## config.mk

```make
export PLATFORM = sky130hd
export DESIGN_NAME = multicycle_controller
export DESIGN_NICKNAME = d
export VERILOG_FILES = /design/src/rtl/riscv_ctrl_pkg.sv /design/src/rtl/branch_cond.sv /design/src/rtl/multicycle_controller.sv
export SDC_FILE = /design/constraint.sdc
export NUM_CORES = 1
export LEC_CHECK = 0
export ABC_AREA = 1
export CORE_MARGIN = 4
export CORE_UTILIZATION = 34
export CTS_CLUSTER_DIAMETER = 200
export CTS_CLUSTER_SIZE = 40
export DETAILED_ROUTE_END_ITERATION = 10
export PLACE_DENSITY_LB_ADDON = 0.12
export SYNTH_ARGS = -nofsm -noshare
export SYNTH_HDL_FRONTEND = slang
export SYNTH_SLANG_ARGS = --single-unit
```

## constraint.sdc

```tcl
create_clock -name clk -period 1.4 [get_ports clk]
set_input_delay 0.14 -clock clk [delete_from_list [all_inputs] [get_ports clk]]
set_output_delay 0.14 -clock clk [all_outputs]
set_load 0.02 [all_outputs]
```

## src/rtl/riscv_ctrl_pkg.sv

```systemverilog
// Shared encodings for the multicycle RV32 control path.
// Holds the opcode constants, the ALU operation classes, the controller state enum,
// the datapath mux encodings and the supported branch funct3 codes.
package riscv_ctrl_pkg;

  // Major opcodes (IR[6:0])
  localparam logic [6:0] OpLoad   = 7'b0000011;
  localparam logic [6:0] OpStore  = 7'b0100011;
  localparam logic [6:0] OpReg    = 7'b0110011;
  localparam logic [6:0] OpImm    = 7'b0010011;
  localparam logic [6:0] OpBranch = 7'b1100011;
  localparam logic [6:0] OpJal    = 7'b1101111;
  localparam logic [6:0] OpLui    = 7'b0110111;

  // ALU operation classes; SPECIAL defers to the funct3/funct7 decoder
  localparam logic [2:0] AluAdd     = 3'b000;
  localparam logic [2:0] AluSub     = 3'b001;
  localparam logic [2:0] AluShl     = 3'b011;
  localparam logic [2:0] AluCmp     = 3'b100;
  localparam logic [2:0] AluSpecial = 3'b111;

  // ALU operand A select
  localparam logic [1:0] SrcAPc    = 2'b00;
  localparam logic [1:0] SrcAOldPc = 2'b01;
  localparam logic [1:0] SrcARs1   = 2'b10;
  localparam logic [1:0] SrcAZero  = 2'b11;

  // ALU operand B select
  localparam logic [1:0] SrcBRs2  = 2'b00;
  localparam logic [1:0] SrcBImm  = 2'b01;
  localparam logic [1:0] SrcBFour = 2'b10;

  // Immediate format select
  localparam logic [2:0] ImmI = 3'b000;
  localparam logic [2:0] ImmS = 3'b001;
  localparam logic [2:0] ImmB = 3'b010;
  localparam logic [2:0] ImmJ = 3'b011;
  localparam logic [2:0] ImmU = 3'b100;

  // Result bus select
  localparam logic [1:0] ResAluOut    = 2'b00;
  localparam logic [1:0] ResReadData  = 2'b01;
  localparam logic [1:0] ResAluResult = 2'b10;

  // Supported branch funct3 codes
  localparam logic [2:0] F3Beq = 3'b000;
  localparam logic [2:0] F3Bne = 3'b001;
  localparam logic [2:0] F3Blt = 3'b100;
  localparam logic [2:0] F3Bge = 3'b101;

  typedef enum logic [3:0] {
    StIdle     = 4'd0,
    StFetch    = 4'd1,
    StDecode   = 4'd2,
    StMemAdr   = 4'd3,
    StMemRead  = 4'd4,
    StMemWb    = 4'd5,
    StMemWrite = 4'd6,
    StExecR    = 4'd7,
    StExecI    = 4'd8,
    StAluWb    = 4'd9,
    StBranch   = 4'd10,
    StJal      = 4'd11,
    StLui      = 4'd12,
    StTrap     = 4'd13
  } state_e;

endpackage

```

## src/rtl/branch_cond.sv

```systemverilog
// Branch condition evaluation from the ALU flags.
// Ports:
//   funct3 in  3  branch type (IR[14:12])
//   zero   in  1  ALU result == 0
//   lt     in  1  ALU signed less-than
//   taken  out 1  branch condition holds
//   valid  out 1  funct3 is a supported branch (beq/bne/blt/bge)
module branch_cond
  import riscv_ctrl_pkg::*;
(
  input  logic [2:0] funct3,
  input  logic       zero,
  input  logic       lt,
  output logic       taken,
  output logic       valid
);

  always_comb begin
    taken = 1'b0;
    valid = 1'b1;
    case (funct3)
      F3Beq:   taken = zero;
      F3Bne:   taken = !zero;
      F3Blt:   taken = lt;
      F3Bge:   taken = !lt;
      default: valid = 1'b0;
    endcase
  end

endmodule

```

## src/rtl/multicycle_controller.sv

```systemverilog
// Control FSM for the multicycle RV32 core.
// Sequences the shared datapath through fetch/decode/execute/memory/writeback.
// Ports:
//   clk, rst_n          clock, asynchronous active-low reset
//   opcode, funct3      instruction fields from IR (valid from DECODE on)
//   zero, lt            ALU flags used by branches
//   mem_ready           memory handshake, only meaningful while mem_req=1
//   mem_req, mem_write  memory request / store qualifier
//   adr_src             memory address select (PC / ALUOut)
//   ir_write, pc_write, reg_write   architectural write enables
//   alu_src_a, alu_src_b, imm_src, result_src, alu_op   datapath selects
//   instr_done          one-cycle pulse in the final cycle of each instruction
//   illegal_instr       sticky illegal-instruction flag
//   state               current FSM state for debug
module multicycle_controller
  import riscv_ctrl_pkg::*;
(
  input  logic       clk,
  input  logic       rst_n,
  input  logic [6:0] opcode,
  input  logic [2:0] funct3,
  input  logic       zero,
  input  logic       lt,
  input  logic       mem_ready,
  output logic       mem_req,
  output logic       mem_write,
  output logic       adr_src,
  output logic       ir_write,
  output logic       pc_write,
  output logic       reg_write,
  output logic [1:0] alu_src_a,
  output logic [1:0] alu_src_b,
  output logic [2:0] imm_src,
  output logic [1:0] result_src,
  output logic [2:0] alu_op,
  output logic       instr_done,
  output logic       illegal_instr,
  output logic [3:0] state
);

  state_e state_q, state_d;
  logic   illegal_q;
  logic   br_taken, br_valid;

  branch_cond u_branch_cond (
    .funct3 (funct3),
    .zero   (zero),
    .lt     (lt),
    .taken  (br_taken),
    .valid  (br_valid)
  );

  // State register
  always_ff @(posedge clk or negedge rst_n) begin
    if (!rst_n) begin
      state_q <= StIdle;
    end else begin
      state_q <= state_d;
    end
  end

  // Sticky illegal flag; set on entry so it is visible throughout TRAP
  always_ff @(posedge clk or negedge rst_n) begin
    if (!rst_n) begin
      illegal_q <= 1'b0;
    end else if (state_d == StTrap) begin
      illegal_q <= 1'b1;
    end
  end

  // Next-state logic
  always_comb begin
    state_d = state_q;
    unique case (state_q)
      StIdle:  state_d = StFetch;
      StFetch: if (mem_ready) state_d = StDecode;
      StDecode: begin
        case (opcode)
          OpLoad, OpStore: state_d = StMemAdr;
          OpReg:           state_d = StExecR;
          OpImm:           state_d = StExecI;
          OpBranch:        state_d = StBranch;
          OpJal:           state_d = StJal;
          OpLui:           state_d = StLui;
          default:         state_d = StTrap;
        endcase
      end
      StMemAdr:   state_d = (opcode == OpStore) ? StMemWrite : StMemRead;
      StMemRead:  if (mem_ready) state_d = StMemWb;
      StMemWb:    state_d = StFetch;
      StMemWrite: if (mem_ready) state_d = StFetch;
      StExecR:    state_d = StAluWb;
      StExecI:    state_d = StAluWb;
      StLui:      state_d = StAluWb;
      StJal:      state_d = StAluWb;
      StAluWb:    state_d = StFetch;
      StBranch:   state_d = br_valid ? StFetch : StTrap;
      StTrap:     state_d = StTrap;
      default:    state_d = StIdle;
    endcase
  end

  // Output decode; Moore except the handshake/flag-qualified enables
  always_comb begin
    mem_req    = 1'b0;
    mem_write  = 1'b0;
    adr_src    = 1'b0;
    ir_write   = 1'b0;
    pc_write   = 1'b0;
    reg_write  = 1'b0;
    alu_src_a  = SrcAPc;
    alu_src_b  = SrcBRs2;
    imm_src    = ImmI;
    result_src = ResAluOut;
    alu_op     = AluAdd;
    instr_done = 1'b0;
    unique case (state_q)
      StFetch: begin
        mem_req    = 1'b1;
        alu_src_a  = SrcAPc;
        alu_src_b  = SrcBFour;
        result_src = ResAluResult;
        ir_write   = mem_ready;
        pc_write   = mem_ready;
      end
      StDecode: begin
        alu_src_a = SrcAOldPc;
        alu_src_b = SrcBImm;
        imm_src   = (opcode == OpJal) ? ImmJ : ImmB;
      end
      StMemAdr: begin
        alu_src_a = SrcARs1;
        alu_src_b = SrcBImm;
        imm_src   = (opcode == OpStore) ? ImmS : ImmI;
      end
      StMemRead: begin
        mem_req = 1'b1;
        adr_src = 1'b1;
      end
      StMemWb: begin
        result_src = ResReadData;
        reg_write  = 1'b1;
        instr_done = 1'b1;
      end
      StMemWrite: begin
        mem_req    = 1'b1;
        mem_write  = 1'b1;
        adr_src    = 1'b1;
        instr_done = mem_ready;
      end
      StExecR: begin
        alu_src_a = SrcARs1;
        alu_src_b = SrcBRs2;
        alu_op    = AluSpecial;
      end
      StExecI: begin
        alu_src_a = SrcARs1;
        alu_src_b = SrcBImm;
        imm_src   = ImmI;
        alu_op    = AluSpecial;
      end
      StLui: begin
        alu_src_a = SrcAZero;
        alu_src_b = SrcBImm;
        imm_src   = ImmU;
      end
      StJal: begin
        // PC <= target held in ALUOut from DECODE; ALU forms oldPC+4 for rd
        alu_src_a  = SrcAOldPc;
        alu_src_b  = SrcBFour;
        result_src = ResAluOut;
        pc_write   = 1'b1;
      end
      StAluWb: begin
        result_src = ResAluOut;
        reg_write  = 1'b1;
        instr_done = 1'b1;
      end
      StBranch: begin
        alu_src_a  = SrcARs1;
        alu_src_b  = SrcBRs2;
        result_src = ResAluOut;
        if (br_valid) begin
          alu_op     = funct3[2] ? AluCmp : AluSub;
          pc_write   = br_taken;
          instr_done = 1'b1;
        end
      end
      default: ;
    endcase
  end

  assign illegal_instr = illegal_q;
  assign state         = state_q;

endmodule

```

==> results of run 1 <==
[per-stage QoR]
stage | cell area (µm²) | cells | worst slack, ns | hold WS [ns] | util (%)
after floorplan | 753 | 135 | 0.00111 | -0.156 | -
after global placement | 1420 | 233 | -0.429 | 0.365 | 71.4
after detailed placement | 1420 | 233 | -0.477 | 0.368 | 71.4
after CTS | 1570 | 241 | -0.109 | 0.114 | 79.3
after global routing | 1710 | 245 | -0.227 | 0.112 | 86.2
final | 1710 | 245 | -0.141 | 0.111 | 86.2
[final cells by class]
| cell class | instances | area, µm² |
|---|---|---|
| tap | 27 | 33.8 |
| sequential | 5 | 130 |
| multi-input combinational | 101 | 691 |
| timing repair buffer | 79 | 711 |
| fill | 112 | 274 |
| clock buffer | 4 | 26.3 |
| inverter | 29 | 116 |
[synth_stat cells]
master | count | area [µm²]
nand2_1 | 38 | 143
nor2_1 | 31 | 116
inv_1 | 28 | 105
nand3_1 | 13 | 65.1
dfrtp_1 | 5 | 125
nand2_4 | 3 | 33.8
o21ai_0 | 3 | 15.0
nand4_1 | 2 | 12.5
nor2_4 | 2 | 22.5
a21o_1 | 1 | 7.51
a21oi_2 | 1 | 8.76
inv_2 | 1 | 3.75
nand2_2 | 1 | 6.26
nor2_2 | 1 | 6.26
nor3b_1 | 1 | 7.51
o21ai_2 | 1 | 8.76
o221ai_1 | 1 | 8.76
o22ai_1 | 1 | 6.26
xnor2_1 | 1 | 8.76
[how the worst max path moves through the flow]
| stage | startpoint | endpoint | slack (ns) | depth (start not counted) |
|---|---|---|---|---|
| after CTS | state[0] | mem_req | -0.11 | 6 |
| after global routing | state[1] | illegal_instr | -0.23 | 11 |
| after detailed placement | opcode[1] | imm_src[0] | -0.48 | 8 |
| final | state[1] | mem_req | -0.14 | 6 |
| after global placement | opcode[1] | imm_src[0] | -0.43 | 8 |
| after floorplan | state[3] | illegal_instr | 0.001 | 10 |
[power breakdown]
part / total, W / internal, W / switching, W
clock: 0.000164 / 0.000108 / 0.0000559
sequential: 0.000145 / 0.000145 / 0
combinational: 0.000109 / 0.0000645 / 0.0000444
total: 0.000417 / 0.000317 / 0.000100
[routing by layer]
metal / vias to the layer above / global-route usage [%] / wire (µm)
li1: 575 / - / -
met1: 523 / 23.7 / 1150
met2: 40 / 37.7 / 1640
met3: 8 / 3.05 / 156
met4: 0 / 4.26 / 74
met5: - / 0 / 0
[state kept, by name, summed over array words and instances, names as in the netlist]
| signal | count |
|---|---|
| illegal_instr | 1 |
| state | 4 |
[critical path, cell delays in order, from the launching register on]
cell and delay (ns):
dfrtp_2 0.49, inv_2 0.11, nand2_4 0.07, nor2_4 0.16, inv_1 0.07, o21ai_0 0.07
buf_2 0.19
[cell families (layout without fill, tap and decap cells)]
| logic type | count (synthesis) | in the layout |
|---|---|---|
| AOI/OAI and AO/OA | 8 | 8 |
| xor gates and xnor gates | 1 | 1 |
| buffers and inverters | 29 | 112 |
| DFF | 5 | 5 |
| and+or+nand+nor | 92 | 92 |
[timing repair]
item	in CTS	in global routing
gates resized for setup	141	38
setup buffers	4	4
gates cloned	0	0
pin swaps	3	17
endpoints found under the setup margin	28	25
==> flow_summary.yaml, run 1 <==
cts:
  cts_tree: "yes"
  cts_buffers: 3
  cts_sinks: 5
  cts-hold-fix-buffers: 0
  cts_root_buffer: "clkbuf_4"
  htreeDepth: 1
  clk_latency_ns: 0.24
  cts_max_path_buffers: 2
  clk_pin_slew_ns: 0.04
critical_path:
  r2r_end: "illegal_instr"
  start_kind: "flop"
  cp-end-kind: "output port"
  path_max_fanout: 5
  arrival_ns: 1.40
  cp.required_ns: 1.26
  r2r-start: "state[1]"
  reg2reg_slack_ns: -0.12
  r2r_cells: 11
  path_class: "flop to output port"
outcome:
  violations: "setup timing"
  status: "complete, but fails checks"
yosys:
  synth-simple-area-share_pct: 58.1
  syn_nets: 150
  synth_compound_area_share_pct: 7.75
  synth_seq_cells: 5
  synthAdderAreaFrac_pct: 0
  muxShareOfSynthArea_pct: 0
  syn_area_um2: 711
  synth_area_per_cell_um2: 5.26
  syn_inst: 135
  ys.warnings.count: 0
  synth-seq-area-share_pct: 17.6
  synth_xor_area_share_pct: 1.23
  yosysUniqueCellTypes: 19
  synth_top_family_by_area: "simple AND/OR/NAND/NOR gates"
drt:
  drtPass1Iterations: 4
  ant_nets: 0
  drt_wl_total_um: 3020
  vias: 1146
  drt-initial-drc-count: 19
  wl_per_cell_um: 12.3
  drc_errors: 0
  viasPerCell: 4.68
sta:
  fin_ws_ns: -0.141
  finalSetupViolations: 20
  maxSlewViolCount: 0
  finalHoldViolCount: 0
  relSlewSlack_pct: 84.8
  setup_tns_ns: -1.52
  fin_crit_sh_pct: 110
  tightest_slew_ns: 0.228
  rsz0062_at_grt: "yes"
  finalCriticalPeriod_ns: 1.54
  clock.fmax_ghz: 0.649
  finClkSkew_ns: 0.00282
min_path:
  hold_path_class: "input pin to asynchronous set/reset pin"
floorplan:
  die_h_um: 53.7
  rows: 16
  placeableCoreArea_mm2: 0.00198
  die_w_um: 53.7
  ios: 39
  fp.dieArea_mm2: 0.00289
  initial_core_util_pct: 35.9
global_route:
  grt_start_max_net_pins: 6
  grt_pass1_wl_um: 4400
  antenna_found_initial: 0
  grt_pass1_vias: 1065
  grt_usage_pct: 20.1
  grt_overflow: 0
placement:
  globalplace.congestion: 0.833
  numPortBuffers: 38
  place_hpwl_um: 1980
finish:
  n_antenna_cell: 0
  layout_commonest_cell: "buf_4"
  nets: 234
  layout_common_cells: "35 x buf_4, 26 x nand2_1, 22 x buf_6, 16 x inv_1, 16 x nor2_1"
  area_growth_pct: 140
  drive_gt1_share_pct: 58.7
run:
  drv_cap: 0
power_and_ir_drop:
  powerDensity_mw_per_mm2: 244
  total_power_w: 0.000417
  peakVddDrop_uv: 511
  p_leak_nw: 0.890
(Power assumes the default switching activity.)
==> run 2: changes to the inputs <==
--- a/config.mk
+++ b/config.mk
@@ -6,7 +6,6 @@
 export NUM_CORES = 1
 export LEC_CHECK = 0
 export ABC_AREA = 1
-export CORE_MARGIN = 4
 export CORE_UTILIZATION = 34
 export CTS_CLUSTER_DIAMETER = 200
 export CTS_CLUSTER_SIZE = 40
==> run 2 against run 1 <==
Compared with the run above: largest cell class unchanged; die area decreased by 21%; sequential power about the same; design area decreased by 13%; sequential cell count unchanged; the flow still finishes with violations (setup timing); sequential share of layout area increased by 1.1 points; critical path type is now flop to flop.
==> flow_summary.yaml, run 2 (same netlist as run 1, synthesis figures left out) <==
floorplan:
  placeableCoreArea_mm2: 0.00196
  initial_core_util_pct: 36.2
  die_w_um: 47.7
  ios: 39
  rows: 16
  fp.dieArea_mm2: 0.00228
  die_h_um: 47.7
power_and_ir_drop:
  powerDensity_mw_per_mm2: 276
  p_leak_nw: 0.797
  peakVddDrop_uv: 621
cts:
  clk_latency_ns: 0.24
  cts_sinks: 5
  cts_tree: "yes"
  cts_buffers: 3
  cts_root_buffer: "clkbuf_4"
  cts_max_path_buffers: 2
  htreeDepth: 1
  clk_pin_slew_ns: 0.04
  cts-hold-fix-buffers: 0
drt:
  vias: 1114
  viasPerCell: 4.68
  ant_nets: 0
  drt_wl_total_um: 2650
  drtPass1Iterations: 5
  wl_per_cell_um: 11.1
  drt-initial-drc-count: 10
  drc_errors: 0
min_path:
  hold_path_class: "input pin to asynchronous set/reset pin"
finish:
  area_growth_pct: 109
  stdcell_count: 238
  layout_common_cells: "44 x buf_4, 33 x nand2_1, 25 x nor2_1, 23 x inv_1, 15 x clkdlybuf4s50_1"
  largest_register_ffs: 4
  n_antenna_cell: 0
  layout_commonest_cell: "buf_4"
  drive_gt1_share_pct: 43.6
  nFillCells: 177
  nets: 227
run:
  drv_cap: 0
critical_path:
  slowest_delay_ns: 0.44
  cp.required_ns: 1.58
  cp-end-kind: "flop"
  slowest_stage: "dfrtp_2"
  path_depth: 10
  arrival_ns: 1.75
  r2r-start: "state[0]"
  path_max_fanout: 4
  reg2reg_slack_ns: -0.18
  critical_path.top_delay_family: "simple AND/OR/NAND/NOR gates"
  crit_chain: "nor2_2, nand3_1, nand2_1, inv_1, buf_4, nand3_2, nor2_2, nor2_1, nand3_1, nand2_1"
  r2r_end: "illegal_instr"
  path_class: "flop to flop"
  start_kind: "flop"
  r2r_cells: 10
  crit_buf_inv: 2
sta:
  tightest_slew_ns: 0.218
  finalSetupViolations: 18
  rsz0062_at_grt: "yes"
  maxSlewViolCount: 0
  finClkSkew_ns: 0.000431
  clock.fmax_ghz: 0.634
  finalCriticalPeriod_ns: 1.58
  finalHoldViolCount: 0
  fin_ws_ns: -0.178
  relSlewSlack_pct: 85.4
  fin_crit_sh_pct: 113
placement:
  place_hpwl_um: 2110
  dp_cells: 232
  pre_cts_slack_ns: -0.479
  numPortBuffers: 38
  globalplace.congestion: 0.825
global_route:
  grt_pass1_vias: 963
  antenna_found_initial: 0
  grt_pass1_wl_um: 3620
  grt_start_max_net_pins: 6
  grt_overflow: 0
  grt_usage_pct: 22.2
outcome:
  violations: "setup timing"
  status: "complete, but fails checks"
-- run 2: changes by cell type in the layout (fill, tap and decap cells not counted), sizes merged --
cell	change
clkbuf	-2
buf	-8
dlygate4sd2	+2
clkdlybuf4s15	+2
dlymetal6s2s	-1
-- run 2: per-layer routing --
layer	vias to the layer above	GRT usage, %	wire [µm]
li1	565	-	-
met1	508	22.7	1030
met2	39	46.2	1460
met3	2	3.40	147
met4	0	4.44	14
met5	-	0	0
-- run 2: worst max path at each step --
| stage | end | from | slack [ns] |
|---|---|---|---|
| 2_1_floorplan | illegal_instr | state[3] | 0.001 |
| 3_3_place_gp | imm_src[0] | opcode[1] | -0.43 |
| 3_5_place_dp | pc_write | funct3[2] | -0.48 |
| 5_1_grt | illegal_instr | state[0] | -0.25 |
| 4_1_cts | imm_src[0] | state[2] | -0.13 |
| 6_report | illegal_instr | state[0] | -0.18 |
-- run 2: timing repair --
action	4_1_cts	5_1_grt
gates resized for setup	104	16
buffers inserted	1	1
endpoints found under the setup margin	27	24
pin swaps	4	4
-- run 2: area by class of cell --
class / count / area (µm²) / area share, %
Timing Repair Buffer: 72 / 598 / 40.3
Multi-Input combinational cell: 101 / 581 / 39.1
Sequential cell: 5 / 130 / 8.76
Inverter: 29 / 116 / 7.83
Tap cell: 27 / 33.8 / 2.27
Clock buffer: 4 / 26.3 / 1.77
-- run 2: where the power goes --
| group | total [W] | leakage [nW] | internal, W | switching [W] |
|---|---|---|---|---|
| clock network | 0.000163 | 0.0150 | 0.000108 | 0.0000554 |
| logic | 0.000102 | 0.735 | 0.0000617 | 0.0000403 |
| registers | 0.000145 | 0.0464 | 0.000145 | 0 |
| total | 0.000410 | 0.797 | 0.000314 | 0.0000957 |
-- run 2: per-stage QoR --
stage | hold WS (ns) | setup TNS (ns) | utilization [%] | cell area [µm²] | power [W]
finish | 0.113 | -1.62 | 75.7 | 1490 | 0.000410
CTS | 0.117 | -1.35 | 73.3 | 1440 | 0.000413
global placement | 0.367 | -5.36 | 71.7 | 1410 | 0.000246
global route | 0.126 | -3.05 | 75.7 | 1490 | 0.000441
detailed placement | 0.367 | -5.97 | 71.7 | 1410 | 0.000248
floorplan | -0.156 | 0 | - | 753 | 0.000173
==> run 3: changes to the inputs <==
--- a/config.mk
+++ b/config.mk
@@ -6,10 +6,11 @@
 export NUM_CORES = 1
 export LEC_CHECK = 0
 export ABC_AREA = 1
-export CORE_UTILIZATION = 34
+export CORE_UTILIZATION = 40
 export CTS_CLUSTER_DIAMETER = 200
 export CTS_CLUSTER_SIZE = 40
 export DETAILED_ROUTE_END_ITERATION = 10
+export DONT_BUFFER_PORTS = 1
 export PLACE_DENSITY_LB_ADDON = 0.12
 export SYNTH_ARGS = -nofsm -noshare
 export SYNTH_HDL_FRONTEND = slang
==> constraint.sdc (replaced) <==
create_clock -name clk -period 1.9 [get_ports clk]
set_input_delay 0.19 -clock clk [delete_from_list [all_inputs] [get_ports clk]]
set_output_delay 0.19 -clock clk [all_outputs]
set_load 0.02 [all_outputs]
==> run 3 against run 2 <==
Compared with the run above: the run ends with DRC left; non-clock buffer count shrank 65; clock power shrank 23%; sequential share of layout area grew 6.8 points; power shrank 37%; routed wire length shrank 35%; hold slack gained 0.075 ns; largest power group unchanged.
==> flow_summary.yaml, run 3 (same netlist as run 1, synthesis figures left out) <==
outcome:
  status: "complete, but fails checks"
  violations: "DRC"
critical_path:
  critical_path.top_delay_family: "simple AND/OR/NAND/NOR gates"
  slowest_delay_ns: 0.48
  cp-end-kind: "output port"
  path_max_fanout: 7
  reg2reg_slack_ns: 0.34
  start_kind: "flop"
  arrival_ns: 1.59
  crit_buf_inv: 2
  cp.required_ns: 1.71
  crit_chain: "inv_1, nand2_1, nor2_4, inv_1, nand3_1"
  path_class: "flop to output port"
  slowest_stage: "dfrtp_2"
  cpMostUsedCell: "inv_1"
drt:
  dr_wl_met3_um: 126
  wl_per_cell_um: 10.7
  ant_nets: 0
  viasPerCell: 5.06
  drtPass1Iterations: 7
  drt-initial-drc-count: 30
  drc_errors: 3
  wl_met2_um: 802
  drt_wl_total_um: 1730
  wl_met1_um: 788
  top_layer: "met4"
  vias: 820
global_route:
  grt_start_max_net_pins: 8
  grt_pass1_wl_um: 3130
  antenna_found_initial: 0
  grt_pass1_vias: 776
  grt_overflow: 0
  grt_usage_pct: 20.7
finish:
  n_antenna_cell: 0
  stdcell_count: 162
  largest_register_ffs: 4
  nets: 162
  layout_common_cells: "38 x nand2_1, 30 x nor2_1, 28 x inv_1, 13 x nand3_1, 6 x buf_4"
  nFillCells: 177
  post-route-cell-area_um2: 831
  drive_gt1_share_pct: 15.8
  layout_commonest_cell: "nand2_1"
  area_growth_pct: 16.9
power_and_ir_drop:
  peakVddDrop_uv: 362
  p_leak_nw: 0.485
  powerDensity_mw_per_mm2: 310
  total_power_w: 0.000257
sta:
  finalCriticalPeriod_ns: 1.78
  setup_tns_ns: 0
  maxSlewViolCount: 0
  fin_crit_sh_pct: 93.5
  finalHoldViolCount: 0
  finalSetupViolations: 0
  finClkSkew_ns: 0.00582
  relSlewSlack_pct: 56.5
  clock.fmax_ghz: 0.563
  tightest_slew_ns: 0.645
  rsz0062_at_grt: "no"
  fin_ws_ns: 0.123
cts:
  cts_max_path_buffers: 2
  cts_tree: "yes"
  cts_sinks: 5
  cts_buffers: 3
  cts_root_buffer: "clkbuf_4"
  clk_pin_slew_ns: 0.05
  clk_latency_ns: 0.24
  htreeDepth: 1
min_path:
  hold_path_class: "input pin to flop"
floorplan:
  initial_core_util_pct: 45.1
  placeableCoreArea_mm2: 0.00158
  die_w_um: 44.2
  die_h_um: 44.2
  ios: 39
  rows: 14
  fp.dieArea_mm2: 0.00195
placement:
  pre_cts_slack_ns: 0.271
  globalplace.congestion: 0.845
  placed_area_um2: 776
  dp_cells: 157
  numPortBuffers: 0
  place_hpwl_um: 1510
run:
  drv_cap: 0
-- run 3: changes by cell type in the layout (fill, tap and decap cells not counted), sizes merged --
cell / before / now
buf: 51 / 6
clkdlybuf4s15: 2 / 0
clkdlybuf4s50: 15 / 0
clkinv: 1 / 0
dlygate4sd2: 4 / 0
dlygate4sd3: 0 / 1
inv: 28 / 29
-- run 3: area by class of cell --
type,instances,area (µm²),area share [%]
Tap cell,16,20.0,2.41
Inverter,29,109,13.1
Multi-Input combinational cell,101,492,59.2
Sequential cell,5,129,15.5
Clock buffer,4,26.3,3.16
Timing Repair Buffer,7,55.1,6.63
-- run 3: worst paths after layout --
check                                    from  cells after the start            end
worst max-delay path                 state[0]                      5   alu_src_b[0]
worst min-delay path                funct3[1]                      4       state[3]
worst max register to register       state[0]                      9  illegal_instr
worst min register to register  illegal_instr                      2  illegal_instr
max in group asynchronous               rst_n                      1       state[1]
min in group asynchronous               rst_n                      1  illegal_instr
-- run 3: power by group --
| group | internal [W] | total (W) | switching (W) |
|---|---|---|---|
| clock network | 0.0000796 | 0.000125 | 0.0000456 |
| registers | 0.000107 | 0.000107 | 0 |
| logic | 0.0000104 | 0.0000254 | 0.0000150 |
| total | 0.000197 | 0.000257 | 0.0000606 |
-- run 3: tightest hold or removal path: cells and delay by family --
| kind | cells | cell delay [ns] |
|---|---|---|
| buf+inv | 1 | 0.04 |
| simple gates | 2 | 0.12 |
| compound gates | 1 | 0.04 |
-- run 3: repair_timing --
action / 4_1_cts / 5_1_grt
gates resized for setup: 0 / 6
hold buffers: 1 / 0
setup buffers: 0 / 0
hold endpoints to repair: 5 / 0
endpoints found under the setup margin: 0 / 6
-- run 3: routing by layer --
| metal | vias up | track usage [%] |
|---|---|---|
| met5 | - | 0 |
| met4 | 0 | 3.64 |
| met3 | 2 | 4.49 |
| met2 | 30 | 35.3 |
| met1 | 357 | 27.3 |
| li1 | 431 | - |
-- run 3: metrics by stage --
step	util (%)	hold WS (ns)
3_5_place_dp	49.2	-0.105
6_report	52.7	0.189
3_3_place_gp	49.2	-0.105
2_1_floorplan	-	-0.106
5_1_grt	52.7	0.226
4_1_cts	51.5	0.180
